`src/rtl/beep_pattern_gen.sv`:
```
// Turns a one-cycle trigger into BEEP_COUNT timed beeps: square-wave tone for a buzzer plus an LED envelope.
// Optional feature macro: BEEP_RETRIGGER_EN (trigger while busy restarts the pattern).
module beep_pattern_gen #(
    parameter int unsigned CLK_FREQ   = 100_000_000,
    parameter int unsigned ON_MS      = 100,
    parameter int unsigned OFF_MS     = 100,
    parameter int unsigned BEEP_COUNT = 3,
    parameter int unsigned TONE_HZ    = 2000
) (
    input  logic clk,
    input  logic reset,
    input  logic trigger,
    input  logic cancel,
    output logic tone_out,
    output logic env_out,
    output logic busy,
    output logic done
);

    localparam int unsigned CPM     = CLK_FREQ / 1000;
    localparam int unsigned ON_CYC  = ON_MS * CPM;
    localparam int unsigned OFF_CYC = OFF_MS * CPM;
    localparam int unsigned MAX_CYC = (ON_CYC > OFF_CYC) ? ON_CYC : OFF_CYC;
    localparam int unsigned HP      = CLK_FREQ / (2 * TONE_HZ);
    localparam int          CW      = $clog2(MAX_CYC + 1);
    localparam int          IW      = $clog2(BEEP_COUNT + 1);
    localparam int          TW      = (HP > 1) ? $clog2(HP) : 1;

    localparam logic [CW-1:0] ON_LAST   = CW'(ON_CYC - 1);
    localparam logic [CW-1:0] OFF_LAST  = CW'(OFF_CYC - 1);
    localparam logic [IW-1:0] IDX_LAST  = IW'(BEEP_COUNT);
    localparam logic [TW-1:0] TONE_LAST = TW'(HP - 1);

`ifdef BEEP_RETRIGGER_EN
    localparam logic RETRIG = 1'b1;
`else
    localparam logic RETRIG = 1'b0;
`endif

    typedef enum logic [1:0] {
        IDLE = 2'd0,
        ON   = 2'd1,
        OFF  = 2'd2
    } state_t;

    state_t        state, state_next;
    logic [CW-1:0] phase_cnt, phase_next;
    logic [IW-1:0] beep_idx, idx_next;
    logic [TW-1:0] tone_cnt, tcnt_next;
    logic          tone_next;
    logic          done_next;
    logic          start;

    // Next-state logic; a start (fresh or retrigger) overrides everything except cancel.
    always_comb begin
        state_next = state;
        phase_next = phase_cnt;
        idx_next   = beep_idx;
        tcnt_next  = tone_cnt;
        tone_next  = 1'b0;
        done_next  = 1'b0;
        start      = 1'b0;
        case (state)
            IDLE: begin
                if (trigger && !cancel) begin
                    start = 1'b1;
                end else begin
                    state_next = IDLE;
                end
            end
            ON: begin
                if (cancel) begin
                    state_next = IDLE;
                end else if (trigger && RETRIG) begin
                    start = 1'b1;
                end else if (phase_cnt == ON_LAST) begin
                    phase_next = '0;
                    if (beep_idx == IDX_LAST) begin
                        state_next = IDLE;
                        done_next  = 1'b1;
                    end else begin
                        state_next = OFF;
                    end
                end else begin
                    phase_next = phase_cnt + CW'(1);
                    // tone_out holds the current tone level while ON
                    if (tone_cnt == TONE_LAST) begin
                        tcnt_next = '0;
                        tone_next = ~tone_out;
                    end else begin
                        tcnt_next = tone_cnt + TW'(1);
                        tone_next = tone_out;
                    end
                end
            end
            OFF: begin
                if (cancel) begin
                    state_next = IDLE;
                end else if (trigger && RETRIG) begin
                    start = 1'b1;
                end else if (phase_cnt == OFF_LAST) begin
                    state_next = ON;
                    phase_next = '0;
                    idx_next   = beep_idx + IW'(1);
                    tcnt_next  = '0;
                    tone_next  = 1'b1;
                end else begin
                    phase_next = phase_cnt + CW'(1);
                end
            end
            default: begin
                state_next = IDLE;
            end
        endcase
        if (start) begin
            state_next = ON;
            phase_next = '0;
            idx_next   = IW'(1);
            tcnt_next  = '0;
            tone_next  = 1'b1;
        end else begin
            state_next = state_next;
        end
    end

    // State and registered outputs, all derived from the next-state values.
    always_ff @(posedge clk or posedge reset) begin
        if (reset) begin
            state     <= IDLE;
            phase_cnt <= '0;
            beep_idx  <= '0;
            tone_cnt  <= '0;
            tone_out  <= 1'b0;
            env_out   <= 1'b0;
            busy      <= 1'b0;
            done      <= 1'b0;
        end else begin
            state     <= state_next;
            phase_cnt <= phase_next;
            beep_idx  <= idx_next;
            tone_cnt  <= tcnt_next;
            tone_out  <= tone_next;
            env_out   <= (state_next == ON);
            busy      <= (state_next != IDLE);
            done      <= done_next;
        end
    end

endmodule

```
`config.mk`:
```
export PLATFORM = sky130hd
export DESIGN_NAME = beep_pattern_gen
export DESIGN_NICKNAME = d
export VERILOG_FILES = /design/src/rtl/beep_pattern_gen.sv
export SDC_FILE = /design/constraint.sdc
export NUM_CORES = 1
export LEC_CHECK = 0
export ABC_AREA = 1
export CAP_MARGIN = 10
export CORE_MARGIN = 5
export CORE_UTILIZATION = 40
export CTS_CLUSTER_SIZE = 16
export DETAILED_ROUTE_END_ITERATION = 10
export SETUP_SLACK_MARGIN = 0.02
export SYNTH_ARGS = -nofsm -noshare
export SYNTH_HDL_FRONTEND = slang
export SYNTH_SLANG_ARGS = --single-unit
```
`constraint.sdc`:
```
create_clock -name clk -period 1.7 [get_ports clk]
set_clock_uncertainty 0.1 [all_clocks]
set_input_delay 0.255 -clock clk [delete_from_list [all_inputs] [get_ports clk]]
set_output_delay 0.255 -clock clk [all_outputs]
set_load 0.02 [all_outputs]
```
==> results.md <==
* Post-synthesis xor/xnor area fraction at 0.01954
* Status: finished, violations left
* Flops & latches, synth at 47
* Gate Count Post-Synth at 448
* Post-Route Utilization at 0.6032
* Final wirelength at 8.990 mm
* Most frequent cells in the layout: nand2_1 (81), buf_4 (79), nor2_1 (59)
* Post-synthesis sequential area ratio at 0.3748
* Crit path launch: state[0]
* Clk buf depth at 2
* Cell Pwr Density at 562.9 nW/um2
* Syn nets at 459
* Slew Viols, Final at 0
* RSZ-0062 raised after global routing: true
* GR Overflow Total at 0
* Reg2reg setup slack at -90 ps
* Final period utilization at 1.054
* Relative slew slack at 0.7763
* DRC violations left at 0
* Maximum fanout along the worst path at 5
* CTS H-tree depth at 2
* Chip width at 98.57 um
* Initial antenna violation count at 0
* Post-synthesis simple-gate area fraction at 0.4203
* Num rows at 32
* Commonest non-fill, non-tap cell in the layout: nand2_1
* Area Growth Syn to Fin at 47.77%
* WP data arrival at 1930 ps
* Post-synth cell types at 34
* Mapped Area at 3138 um2
* Diode count at 0
* Worst-path clk slew at 80 ps
* Most frequent CP cell: o21ai_1
* Capture point of the critical path: phase_cnt[7]
* Non-Filler Instances at 648
* YS warnings at 0
* Min-Delay Path Class: in2async
* Post-route cell area at 4637 um2
* Syn_area_per_cell at 7.004 um2
* Failing checks: negative setup slack
* Antenna Nets Post-Route at 0
* TritonCTS clock tree: yes
* Clk sinks at 47
* Main combinational cell family by area after synthesis: simple AND/OR/NAND/NOR gates
* Port bufs at 7
* Hold Fails Final Rpt at 0
* Critical Path Max Stage Delay at 380 ps
* Leakage at 2.130 nW
* Adder-cell share of the synthesized area at 0.02791
* Post-synthesis mux area share at 0
* DR pass1 iterations at 5
* Via Count at 3289
* Core outline area at 7687 um2
* Die Height at 98.57 um
* Largest net degree at the start of global routing at 48
* Vias per Instance at 5.076
* R2R Path Start: state[0]
* Setup ws final at -91.88 ps
* Drt wl/cell at 13.87 um
* Fmax at 558.1 MHz
* Fillers at 657
* Root buf cell: clkbuf_8
* Dpl cell area at 3886 um2
* Critical Path End Type: register
* CP required at 1840 ps
* Startpoint Class: register
* Synth Area in Compound Gates at 0.07695
* Setup Viol. Count Final at 25
* VDD IR max at 0.3391 mV
* Global-route wire length before repair at 14.77 mm
* Die area at 9716 um2
* Gr usage total at 0.1834
* Overall power at 0.002610 W
* Multi-input logic area at 2172 um2
* Clock latency on the worst-skew pair at 300 ps
* Layout cell share with drive strength beyond 1 at 0.3993
* Reg2reg path depth at 10
* Critical path class: reg2reg
* Detailed-placement wirelength estimate at 6.051 mm
* Net count, final at 558
* Reg-to-reg critical path endpoint: phase_cnt[7]
* Number of global-route vias before repair at 3212
* Starting density of the core at 0.4082
* Tmin final at 1792 ps
* DP Cell Count at 615
* Slowest-stage cell, CP: dfrtp_1
* IO Count at 8
* TritonCTS Buffers at 5
* Cts-stage hold buffer count at 0
* Worst-Margin Slew at 333.0 ps
* Worst-path cell chain: inv_2 > ha_4 > inv_4 > a21oi_4 > buf_12 > buf_4 > nand3_2 > o21ai_1 > o21ai_1 > nor2_1
* FF/Latch Area at 1176 um2
* Initial DRC Count at 193
* Maximum capacitance violations at 0
* GP Congestion at 0.9066
-- cell usage after synthesis, drive strengths merged --
cell	instances	area [um2]
nand2	121	501.7
a211oi	1	7.510
xor2	5	43.79
dfrtp	47	1176
nor3	17	90.09
buf	8	53.80
inv	52	195.2
o22ai	1	6.260
xnor2	2	17.52
nand4	32	200.2
nand2b	1	6.260
a21oi	10	50.05
clkbuf	1	3.750
and2	1	6.260
o21ai	24	161.4
or2	2	12.51
ha	7	87.58
nand3b	2	15.01
o21bai	1	7.510
nand3	29	157.7
a31o	1	8.760
nor2	81	316.5
nor4	2	12.51
-- sequential cells by signal, indices dropped and copies added (netlist names) --
name       count
done           1
phase_cnt     24
tone_out       1
beep_idx       2
state          2
env_out        1
tone_cnt      15
busy           1
-- routing by layer --
| metal | up-vias | part of all wire | wire (um) | track usage |
|---|---|---|---|---|
| met4 | 0 | 0.022 | 198 | 0.05252 |
| met1 | 1574 | 0.45 | 4039 | 0.2481 |
| met3 | 16 | 0.025 | 226 | 0.02689 |
| met2 | 43 | 0.50 | 4525 | 0.3058 |
| met5 | - | 0 | 0 | 0 |
| li1 | 1656 | - | - | - |
-- worst max-delay path, delay by kind of cell (launching register included) --
kind,cells,cell delay (ps)
simple gates,2,160
fa+ha+maj,1,270
compound gates,3,460
buf+inv,4,370
flops,1,380
-- how the worst min path moves through the flow --
stage,from,cells after the start,end
2_1_floorplan,beep_idx[1],2,beep_idx[1]
3_3_place_gp,beep_idx[1],2,beep_idx[1]
3_5_place_dp,tone_out,2,tone_out
4_1_cts,reset,3,phase_cnt[9]
5_1_grt,reset,3,phase_cnt[15]
6_report,reset,3,phase_cnt[13]
-- metrics by stage --
step / setup WS (ps) / hold slack [ps] / TNS (ps)
global placement: -204.2 / 389.6 / -5210
global route: -163.1 / 239.1 / -4163
floorplan: 22.03 / 374.3 / 0
CTS: -77.42 / 215.8 / -716.0
finish: -91.88 / 203.0 / -1099
detailed placement: -248.8 / 406.0 / -6386
-- layout make-up --
class,count,area share
clock buffers,6,0.01565
inverters,52,0.04479
multi-input cells,340,0.4684
flip-flops and latches,47,0.2536
well taps,102,0.02752
repair buffers,100,0.1886
repair inverters,1,0.001349
-- cells by family after synthesis --
kind of cell	after synthesis
AOI/OAI and AO/OA	38
xor gates and xnor gates	7
adders and majority gates	7
buffers and inverters	61
DFF	47
and+or+nand+nor	288
-- report_power, final --
part,switching [W],internal [W],leakage [nW],total (W)
combinational,0.000364,0.000314,1.45,0.000678
sequential,0.0000876,0.00120,0.643,0.00129
clock,0.000367,0.000275,0.0371,0.000642
total,0.000819,0.00179,2.13,0.00261
-- timing repair --
item / CTS / global route
pin swaps: 26 / 22
endpoints found under the setup margin: 39 / 47
cloned: 1 / 1
setup buffers: 13 / 13
gates resized for setup: 54 / 77
(Power assumes the default switching activity.)
==> RTL change: new RTL, config.mk and constraints unchanged <==
Re-encode `state_t` (3 states) as one-hot, 3 bits wide.
--- a/src/rtl/beep_pattern_gen.sv
+++ b/src/rtl/beep_pattern_gen.sv
@@ -37,10 +37,10 @@
     localparam logic RETRIG = 1'b0;
 `endif
 
-    typedef enum logic [1:0] {
-        IDLE = 2'd0,
-        ON   = 2'd1,
-        OFF  = 2'd2
+    typedef enum logic [2:0] {
+        IDLE = 3'b001,
+        ON   = 3'b010,
+        OFF  = 3'b100
     } state_t;
 
     state_t        state, state_next;
Behaviour: no difference found for any inputs over 10 cycles, from zero or initial values and one cycle with reset high; not proved beyond that.
==> RTL change against the original RTL <==
Count of clock-buffer cells in the layout shrank 1; utilization shrank 4.3 points; sequential cell count grew 1; area after synthesis grew 3.7%; sequential power grew 26%; worst setup slack gained 96 ps; design area shrank 5.7%; critical path depth shrank 1; first-iteration DRC count grew 38%; routed wire length grew 2.5%; power grew 39%.
==> RTL change: results (changes against the original RTL) <==
outcome:
  outcome: "finished, final reports clean"  # was complete, but fails checks
detailed_routing:
  drt_iter0_drc: 267  # was 193
  routed_wl_um: 9211  # was 8990 µm
  wl_met2_um: 4636  # was 4525 µm
  wl_per_cell_um: 13.87  # about the same
  via_per_inst: 5.197  # was 5.076
  wl_met1_um: 4063  # was 4039 µm
  wl_met3_um: 432  # was 226 µm
yosys:
  synth_compound_area_share_pct: 4.500  # was 7.695%
  syn_avg_cell_area_um2: 6.599  # was 7.004 µm²
  synthTopCellsByCount: "nand2_1 (140), nor2_1 (83), nand3_1 (58)"  # was nand2_1 (108), nor2_1 (78), inv_1 (49)
  synth.area.top_cells: "dfrtp_1 (36%), nand2_1 (16%), nor2_1 (9.6%), nand3_1 (8.9%), inv_1 (5.9%)"  # was dfrtp_1 (37%), nand2_1 (13%), nor2_1 (9.3%), nand4_1 (6.4%), inv_1 (5.9%)
  syn_nets: 500  # was 459
  yosysSeqAreaShare_pct: 36.96  # was 37.48%
  synthAdderAreaFrac_pct: 1.154  # was 2.791%
  synth_cell_types: 31  # was 34
  synth_xor_area_share_pct: 2.423  # was 1.954%
power_and_ir_drop:
  ir_worst_vdd_uv: 476.1  # was 339.1 µV
  p_leak_nw: 1.989  # was 2.130 nW
  p_clk_mw: 0.852  # was 0.642 mW
  intPower_mw: 2.309  # was 1.792 mW
  pwr-share-clk_pct: 23.6  # was 24.6%
  power_frac_comb_pct: 31.3  # was 26.0%
timing:
  tightest_slew_ps: 360.6  # was 333.0 ps
  setup_violations: 0  # was 25
worst_setup_path:
  cp_max_fo: 10  # was 5
  arrival_ps: 1800  # was 1930 ps
  timing.rr.start: "state[0]$_DFF_PP1_"  # was state[0]$_DFF_PP0_
  path_class: "flop to flop"  # unchanged
global_routing:
  grt_util_met1_pct: 25.58  # was 24.81%
  grt_max_degree: 49  # was 48
  grt_pass1_wl_um: 15220  # was 14770 µm
  grt_pass1_vias: 3254  # was 3212
  met3_usage_pct: 2.502  # was 2.689%
  gr-usage-all-layers_pct: 18.49  # was 18.34%
  use_met2_pct: 31.09  # was 30.58%
cells_and_area:
  buf_share_pct: 14.69  # was 18.86%
  inv_count: 57  # was 53
  signal_buffers: 70  # was 100
  top_regs: "phase_cnt: 24 flops, tone_cnt: 15 flops, state: 3 flops"  # was phase_cnt: 24 flops, tone_cnt: 15 flops
  fill_cells: 735  # was 657
  seq_cells: 48  # was 47
  nets: 568  # was 558
  layout-drive-gt1-share_pct: 26.87  # was 39.93%
  final-clk-cell-share_pct: 2.548  # was 1.565%
  seqCellArea_um2: 1210  # was 1176 µm²
  nMultiInputCombCells: 379  # was 340
  seqAreaFraction_pct: 27.68  # was 25.36%
placed_design:
  dpl_cell_area_um2: 3797  # was 3886 µm²
  dpl.hpwl_um: 6384  # was 6051 µm
  placed_cells: 640  # was 615
  dp_slack_ps: -146.5  # was -248.8 ps
  gp_congestion: 0.9198  # was 0.9066
clock_network:
  clk_latency_ps: 320  # was 300 ps
  post_cts_buffers: 4  # was 13
  ctsResizeCount: 15  # was 54
[RTL change: cell count changes after synthesis, sizes merged, moves of 4 or more]
cell / unedited run / this run
nor2: 81 / 89
ha: 7 / 3
nor3: 17 / 9
nand3: 29 / 59
nand4: 32 / 25
nand2: 121 / 150
a21oi: 10 / 3
[RTL change: worst max-delay path, cell delays in order, from the launching register on]
cell     delay (ps)
dfstp_2         560
inv_2            60
nand3_4         100
buf_4           120
inv_1           100
nor2_4          150
nand2_4         120
buf_12          160
nand3_1          80
nand2_1          50
[RTL change: path summary, 6_finish.rpt]
path                       slack, ps                  endpoint  depth (start not counted)
max                                4  tone_cnt[12]$_DFFE_PP0P_                          9
min                              220         env_out$_DFF_PP0_                          3
max reg2reg                        4  tone_cnt[12]$_DFFE_PP0P_                          9
min reg2reg                      420   beep_idx[0]$_DFFE_PP0P_                          1
max in group asynchronous       1010        state[0]$_DFF_PP1_                          3
min in group clk                 420   beep_idx[0]$_DFFE_PP0P_                          1
